`config.mk`:
```
export PLATFORM = sky130hd
export DESIGN_NAME = core_run_ctrl
export DESIGN_NICKNAME = d
export VERILOG_FILES = /design/src/rtl/core_ctrl_pkg.sv /design/src/rtl/run_cycle_cnt.sv /design/src/rtl/core_run_ctrl.sv
export SDC_FILE = /design/constraint.sdc
export NUM_CORES = 1
export LEC_CHECK = 0
export CAP_MARGIN = 20
export CORE_MARGIN = 2
export CORE_UTILIZATION = 48
export CTS_BUF_LIST = sky130_fd_sc_hd__clkbuf_8 sky130_fd_sc_hd__clkbuf_16
export DETAILED_ROUTE_END_ITERATION = 10
export PLACE_DENSITY = 0.84
export SETUP_SLACK_MARGIN = 0.5
export SLEW_MARGIN = 5
export SYNTH_ARGS = -nofsm -noshare
export SYNTH_HDL_FRONTEND = slang
export SYNTH_HIERARCHICAL = 1
export SYNTH_SLANG_ARGS = --single-unit
```
`constraint.sdc`:
```
create_clock -name clk -period 4.1 [get_ports clk]
set_input_delay 0.41 -clock clk [delete_from_list [all_inputs] [get_ports clk]]
set_output_delay 0.41 -clock clk [all_outputs]
set_load 0.02 [all_outputs]
```
`src/rtl/core_ctrl_pkg.sv`:
```
// Shared types for the core run controller.
// State encoding, halt causes and default widths.
package core_ctrl_pkg;

  localparam int CNT_W_DEF   = 32;
  localparam int RST_CYC_DEF = 2;
  localparam int PC_W        = 32;

  typedef enum logic [1:0] {
    ST_IDLE  = 2'd0,
    ST_RESET = 2'd1,
    ST_RUN   = 2'd2,
    ST_HALT  = 2'd3
  } run_state_t;

  typedef logic [1:0] hcause_t;

  localparam hcause_t HC_NONE    = 2'd0;
  localparam hcause_t HC_ECALL   = 2'd1;
  localparam hcause_t HC_EBREAK  = 2'd2;
  localparam hcause_t HC_TIMEOUT = 2'd3;

  function automatic int rst_len(input int n);
    return (n < 1) ? 1 : n;
  endfunction

endpackage

```
`src/rtl/run_cycle_cnt.sv`:
```
// Saturating, enable-gated run cycle counter.
// o_nxt is the value the counter takes on the next enabled edge.
module run_cycle_cnt #(
  parameter int W = 32
) (
  input  logic         i_clk,
  input  logic         i_rst_n,
  input  logic         i_clr,
  input  logic         i_en,
  output logic [W-1:0] o_cnt,
  output logic [W-1:0] o_nxt
);

  logic [W-1:0] r_cnt;

  assign o_nxt = (&r_cnt) ? r_cnt : r_cnt + W'(1);
  assign o_cnt = r_cnt;

  // clear on launch, advance on enabled run cycles
  always_ff @(posedge i_clk or negedge i_rst_n) begin
    if (!i_rst_n)  r_cnt <= '0;
    else if (i_clr) r_cnt <= '0;
    else if (i_en)  r_cnt <= o_nxt;
  end

endmodule

```
`src/rtl/core_run_ctrl.sv`:
```
// Core run controller: reset sequencing, run, halt capture.
// Optional single-step ports with CORE_RUN_CTRL_STEP_EN.
module core_run_ctrl
  import core_ctrl_pkg::*;
#(
  parameter int RST_CYCLES = RST_CYC_DEF,
  parameter int CNT_W      = CNT_W_DEF
) (
  input  logic             clk,
  input  logic             rst,
  input  logic             start,
  input  logic             clear,
  input  logic [CNT_W-1:0] timeout_limit,
  input  logic             ecall_pulse,
  input  logic             ebreak_pulse,
  input  logic [PC_W-1:0]  pc,
  output logic             core_rst,
  output logic             core_en,
  output logic             busy,
  output logic             done,
  output logic [1:0]       halt_cause,
  output logic [PC_W-1:0]  halt_pc,
  output logic [CNT_W-1:0] cycle_cnt
`ifdef CORE_RUN_CTRL_STEP_EN
  ,
  input  logic             step,
  input  logic             step_mode
`endif
);

  localparam int RC = rst_len(RST_CYCLES);
  localparam int RW = $clog2(RC + 1);
  localparam logic [RW-1:0] RC_LAST = RW'(RC - 1);

  run_state_t       r_state;
  run_state_t       w_state_nxt;
  logic [RW-1:0]    r_rcnt;
  hcause_t          r_cause;
  logic [PC_W-1:0]  r_hpc;
  logic [CNT_W-1:0] w_nxt;
  logic [CNT_W-1:0] w_cnt;
  logic             w_step_ok;
  logic             w_adv;
  logic             w_launch;
  logic             w_hit_to;
  logic             w_halt;
  hcause_t          w_cause;

`ifdef CORE_RUN_CTRL_STEP_EN
  assign w_step_ok = step_mode ? step : 1'b1;
`else
  assign w_step_ok = 1'b1;
`endif

  assign w_adv    = (r_state == ST_RUN) && w_step_ok;
  assign w_launch = (r_state == ST_IDLE) && start;
  assign w_hit_to = w_adv && (timeout_limit != '0)
                  && (w_nxt == timeout_limit);
  assign w_halt   = w_adv && (ecall_pulse || ebreak_pulse || w_hit_to);

  run_cycle_cnt #(.W(CNT_W)) u_cnt (
    .i_clk   (clk),
    .i_rst_n (rst),
    .i_clr   (w_launch),
    .i_en    (w_adv),
    .o_cnt   (w_cnt),
    .o_nxt   (w_nxt)
  );

  // halt cause priority: ebreak, ecall, timeout
  always_comb begin
    w_cause = HC_NONE;
    if (ebreak_pulse)     w_cause = HC_EBREAK;
    else if (ecall_pulse) w_cause = HC_ECALL;
    else if (w_hit_to)    w_cause = HC_TIMEOUT;
  end

  // state register
  always_ff @(posedge clk or negedge rst) begin
    if (!rst) r_state <= ST_IDLE;
    else      r_state <= w_state_nxt;
  end

  // next-state decode
  always_comb begin
    w_state_nxt = r_state;
    unique case (r_state)
      ST_IDLE:  if (start) w_state_nxt = ST_RESET;
      ST_RESET: if (r_rcnt == RC_LAST) w_state_nxt = ST_RUN;
      ST_RUN:   if (w_halt) w_state_nxt = ST_HALT;
      ST_HALT:  if (clear) w_state_nxt = ST_IDLE;
      default:  w_state_nxt = ST_IDLE;
    endcase
  end

  // core reset hold counter
  always_ff @(posedge clk or negedge rst) begin
    if (!rst)                     r_rcnt <= '0;
    else if (r_state != ST_RESET) r_rcnt <= '0;
    else if (r_rcnt != RC_LAST)   r_rcnt <= r_rcnt + RW'(1);
  end

  // halt capture; cleared on launch, kept through clear
  always_ff @(posedge clk or negedge rst) begin
    if (!rst) begin
      r_cause <= HC_NONE;
      r_hpc   <= '0;
    end else if (w_launch) begin
      r_cause <= HC_NONE;
      r_hpc   <= '0;
    end else if (w_halt) begin
      r_cause <= w_cause;
      r_hpc   <= pc;
    end
  end

  assign core_rst   = (r_state == ST_IDLE) || (r_state == ST_RESET);
  assign core_en    = w_adv;
  assign busy       = (r_state == ST_RESET) || (r_state == ST_RUN);
  assign done       = (r_state == ST_HALT);
  assign halt_cause = r_cause;
  assign halt_pc    = r_hpc;
  assign cycle_cnt  = w_cnt;

endmodule
```
### Word-level counts from Yosys, hierarchy flattened

Cells that the tools add are included.

| word-level totals | value |
|---|---|
| register bits after elaboration | 70 |
| output and inout port bits | 70 |
| logic and storage cells | 50 |

| cells by class | value |
|---|---|
| reduce and logical (&&, ||, !) cells | 15 |
| add/subtract/negate cells | 2 |
| eq/ne operators | 11 |
| mux-type cells | 17 |

Operator list:

| kind | number |
|---|---|
| 32-bit two-way mux | 5 |
| 32-bit by 1-bit adder with 32-bit output, second input constant | 1 |
| 32-bit equality test | 1 |
| 32-bit AND reduction | 1 |
| 32-bit nonzero test | 1 |
| 2-bit two-way mux | 11 |
| 2-bit one-hot mux with 4 select lines | 1 |
| 2-bit by 1-bit != test with 1-bit output, second input constant | 3 |
| 2-bit != test, second input constant | 3 |
| 2-bit nonzero test | 3 |
| 2-bit by 1-bit equality test with 1-bit output, second input constant | 2 |
| 2-bit equality test, second input constant | 2 |
| 1-bit logical AND | 4 |
| 1-bit logical OR | 4 |
| 4-bit AND reduction | 1 |
| 2-bit by 1-bit adder with 2-bit output, second input constant | 1 |
| 2-bit zero test | 1 |

### Longest topological paths before layout

| logic depth | value |
|---|---|
| depth in word-level cells | 9 |
| depth in mapped cells | 15 |
| gate-level depth less buffers | 12 |

### By module

Netlist, hierarchy kept.

By module, submodules not included:

| module | cells an instance | area each (um2) | seq. area each (um2) | instances |
|---|---|---|---|---|
| run_cycle_cnt | 288 | 2404.8 | 800.8 | 1 |
| core_run_ctrl | 241 | 2148.3 | 950.9 | 1 |

### Least setup slack after synthesis

Ideal clock, no wire load.

| timing | value |
|---|---|
| path kind | register to register |
| from | reg u_cnt.r_cnt[0], in the netlist u_cnt/o_cnt[0] |
| to | reg r_state[1] |
| path buffers | 2 |
| arrival time | 3.771 ns |
| period minus slack after synthesis | 3.896 ns |
| data required time | 3.975 ns |
| path slack | 0.204 ns |
| cell stages (with the launch flop) | 15 |
| cells stage by stage | dfrtp_1 -> ha_1 -> nand4_1 -> or4_1 -> nor3_1 -> buf_2 -> nor2_1 -> xor2_1 -> xor2_1 -> nor4_1 -> o2111ai_1 -> or4_1 -> clkbuf_1 -> a31oi_1 -> mux2_2 |

| between the ends | value |
|---|---|
| cells in the longest elaborated chain, start to end | 8 |
| elaborated cells between the ends (all ways) | 9 |

Ends and longest elaborated chain:

| what | RTL line | source |
|---|---|---|
| from (decl) | run_cycle_cnt.sv:14 | `logic [W-1:0] r_cnt;` |
| from (signal assigned) | run_cycle_cnt.sv:23 | `else if (i_en) r_cnt <= o_nxt;` |
| 32-bit by 1-bit adder with 32-bit output or 32-bit AND reduction (tied branches) | run_cycle_cnt.sv:16 | `assign o_nxt = (&r_cnt) ? r_cnt : r_cnt + W'(1);` |
| 32-bit two-way mux * | run_cycle_cnt.sv:16 |  |
| net w_nxt[13] | core_run_ctrl.sv:40 | `logic [CNT_W-1:0] w_nxt;` |
| 32-bit equality test * | core_run_ctrl.sv:58 | `&& (w_nxt == timeout_limit);` |
| 1-bit logical AND * | core_run_ctrl.sv:58 |  |
| 1-bit logical OR * | core_run_ctrl.sv:59 | `assign w_halt = w_adv && (ecall_pulse \|\| ebreak_pulse \|\| w_hit_to);` |
| 1-bit logical AND * | core_run_ctrl.sv:59 |  |
| 2-bit by 1-bit != test with 1-bit output (no source line) * | -- |  |
| 4-bit AND reduction (no source line) * | -- |  |
| to (signal assigned) | core_run_ctrl.sv:81 | `else r_state <= w_state_nxt;` |
| to (decl) | core_run_ctrl.sv:35 | `run_state_t r_state;` |

Mark *: on every way through the listed nets, which the timed path passes. The rest lies on a longest branch.
A chain may end at the register's enable or synchronous reset.

### Worst setup path in the final report

| timing | value |
|---|---|
| from | reg u_cnt.r_cnt[1], in the netlist u_cnt/o_cnt[1] |
| to | reg r_hpc[21], in the netlist halt_pc[21] |

| between the ends | value |
|---|---|
| cells in the longest elaborated chain, start to end | 7 |
| elaborated cells between the ends (all ways) | 8 |

Ends and longest elaborated chain:

| what | RTL line | source |
|---|---|---|
| 32-bit by 1-bit adder with 32-bit output or 32-bit AND reduction (tied branches) | run_cycle_cnt.sv:16 |  |
| 32-bit two-way mux * | run_cycle_cnt.sv:16 |  |
| net w_nxt[2] | core_run_ctrl.sv:40 |  |
| 32-bit equality test * | core_run_ctrl.sv:58 |  |
| 1-bit logical AND * | core_run_ctrl.sv:58 |  |
| 1-bit logical OR * | core_run_ctrl.sv:59 |  |
| 1-bit logical AND * | core_run_ctrl.sv:59 |  |
| 2-bit nonzero test (no source line) * | -- |  |
| to (signal assigned) | core_run_ctrl.sv:113 | `r_hpc <= pc;` |
| to (decl) | core_run_ctrl.sv:39 | `logic [PC_W-1:0] r_hpc;` |

Marked as above.

==> results.cfg <==
[clock_network]
cts_tree = done
clock_latency_ns = 0.36
cts-buffers-inserted = 9
path_clk_slew_ns = 0.09
clockBufferDepth = 2
clock-sinks = 70
cts_max_level = 3
cts-root-buf = clkbuf_8

[min_path]
min_path_type = primary input to asynchronous set/reset pin

[run]
drv_cap = 0

[timing]
slew_violations = 0
setup_tns_ns = 0
max_freq_mhz = 267
relSlewSlack_pct = 34.3
clock_skew_ns = 0.0187
rsz0062_at_grt = true
post-route-period-util_pct = 91.5
min_period_ns = 3.75
final-setup-viol-count = 0
hold_violations = 0
tightest_slew_ns = 0.975

[detailed_routing]
drt_iter0_drc = 543
drc = 0
dr.pass1.iters = 7
routedWlPerCell_um = 19.9
num_vias = 5140
final_antenna_net_count = 0
vias_per_cell = 6.18
totalWireLength_mm = 16.5

[placed_design]
dp_hpwl_mm = 10.8
detailed_place.area_sq_mm = 0.00616
numPortBuffers = 139
gp_congestion = 1.01

[die]
dieArea_sq_mm = 0.0103
num_rows = 35
die_x_um = 101
initial_core_util_pct = 49.3
die_y_um = 101
coreArea_sq_mm = 0.00924
ios = 140

[global_route]
grt_pass1_wl_mm = 23.4
grt_max_degree = 45
gr-total-overflow = 0
antenna_found_initial = 0
grt_pass1_vias = 4612
grt_use_total_pct = 29.0

[cells_and_area]
final_nets = 774
diodes = 0
syn_to_final_growth_pct = 51.7
final_area_sq_mm = 0.00691
drive_gt1_share_pct = 18.2

[worst_setup_path]
start_kind = register
reg2reg_from = u_cnt/o_cnt[1]$_DFFE_PN0P_
cp_data_required_time_ns = 4.38
cp-startpoint = u_cnt/o_cnt[1]$_DFFE_PN0P_
cp_max_fo = 17
end_kind = register
crit_arrival_ns = 4.03
crit_type = register to register

[logic_synthesis]
syn_avg_cell_area_sq_um = 8.61
yosysWarnings = 6
synthCells = 529
synth_area_sq_mm = 0.00455
ys_types = 50
synth_nets = 605
ys_ff_latch = 70
synth_top_flop_cell = dfrtp_1
synth_edf_count = 0
seq_area_frac_synth_pct = 38.5
synthArstFlopShare_pct = 100

[power]
power.static_leakage_nw = 2.87
clkPwrFrac_pct = 21.2
p_per_area_mw_per_mm2 = 440
pwr-share-seq_pct = 31.9
ir_drop_v = 0.000307
switchingPower_mw = 1.22
intPower_mw = 1.82
power.share.switching_pct = 40.1
combPwrFrac_pct = 46.9

[run_status]
status = complete, no violations
==> per-stage QoR <==
stage               power [mW]  utilization (%)  cells  setup WS [ns]  hold WS [ns]
floorplan                 1.73                -    529          0.505         0.114
global placement          2.25             66.5    779          0.372         0.495
detailed placement        2.32             66.6    780          0.291         0.527
CTS                       2.98             70.6    808          0.478         0.259
global route              3.18             74.8    832          0.253         0.541
finish                    3.04             74.8    832          0.351         0.493
==> final cells by class <==
class / instances / area [sq um]
clock buffer: 9 / 124
clock inverter: 7 / 97.6
fill: 628 / 2330
inverter: 11 / 41.3
multi-input combinational: 410 / 2760
sequential: 70 / 1770
tap: 129 / 161
timing repair buffer: 196 / 1950
==> repair_timing <==
item,CTS,global route
gates resized for setup,13,29
gates cloned,0,3
endpoints found under the setup margin,36,36
pin swaps,8,12
hold buffers,0,1
endpoints found under the hold margin,0,10
setup buffers,12,19
==> worst paths after layout <==
| check | end | slack, ns | cells past startpoint |
|---|---|---|---|
| worst max-delay path | halt_pc[21]$_DFFE_PN0P_ | 0.35 | 16 |
| worst min-delay path | u_cnt/o_cnt[16]$_DFFE_PN0P_ | 0.49 | 2 |
| worst max register to register | halt_pc[21]$_DFFE_PN0P_ | 0.35 | 16 |
| worst min register to register | halt_pc[20]$_DFFE_PN0P_ | 0.54 | 2 |
| max in group asynchronous | u_cnt/o_cnt[5]$_DFFE_PN0P_ | 2.87 | 3 |
| min in group clk | halt_pc[20]$_DFFE_PN0P_ | 0.54 | 2 |
==> sequential cells by signal, summed over array words and instances (netlist names) <==
signal	flops
halt_cause	2
r_rcnt	2
u_cnt/o_cnt	32
r_state	2
halt_pc	32
==> critical path: stages, from the launching register on <==
cell and delay [ns]:
dfrtp_2 0.41, ha_4 0.16, nand3_2 0.11, buf_6 0.16
nor3_1 0.32, nand4_1 0.25, buf_4 0.20, nand2_1 0.07
xnor2_1 0.17, xor2_1 0.15, nor4_2 0.35, nand3_1 0.22
nor4_4 0.44, buf_4 0.20, clkbuf_16 0.16, o21ai_0 0.10
a21oi_1 0.19
==> kinds of logic after synthesis <==
family / share of synthesized area [%]
AOI/OAI and AO/OA: 16.5
xor gates and xnor gates: 12.5
DFF: 38.5
muxes: 0.467
and+or+nand+nor: 25.9
buffers and inverters: 4.51
adders and majority gates: 1.65
==> routing by layer <==
layer / track usage (%) / part of all wire [%]
met5: 0 / 0
met4: 9.56 / 2.7
met3: 5.80 / 11
met2: 45.7 / 48
met1: 40.2 / 38
==> cell usage after synthesis (all sizes together) (11+ instances only) <==
cell | n | area share [%]
a21oi | 59 | 6.5
buf | 17 | 1.9
clkbuf | 21 | 1.7
dfrtp | 70 | 38
inv | 11 | 0.91
nand2 | 26 | 2.1
nand3 | 47 | 5.3
nand4 | 17 | 3.0
nor2 | 24 | 2.0
nor3 | 19 | 2.7
nor4 | 20 | 3.2
o21ai | 53 | 5.8
or3 | 17 | 2.3
or4 | 13 | 2.1
xor2 | 55 | 11
==> power groups by stage <==
stage	sequential, mW	clock [mW]	combinational [mW]
after CTS	0.963	0.643	1.37
final	0.968	0.645	1.42
after global routing	0.985	0.673	1.52
after global placement	0.971	0	1.28
after detailed placement	0.984	0	1.33
after floorplan	1.14	0	0.587
==> cells in the final DEF (no fill, tap or decap), types with 3 or more instances in the layout <==
cell               n
nand3_1           44
clkbuf_16          3
nand2_1           26
dfrtp_1           54
buf_4             42
nand4_1           15
clkdlybuf4s50_1  138
o21ai_0           51
ha_1               5
clkbuf_8           9
or3_1             17
nor4_1            12
nor3_2             4
inv_1             12
nor2_1            22
buf_6              4
xnor2_1           10
nor4_2             6
and4_1             4
nand3_2            3
a21oi_1           59
or4_1             10
or4_4              3
nor3_1            13
o31ai_1           10
xor2_1            55
buf_12             5
dfrtp_2           16
Note: power is estimated with default switching activity, not from simulation.
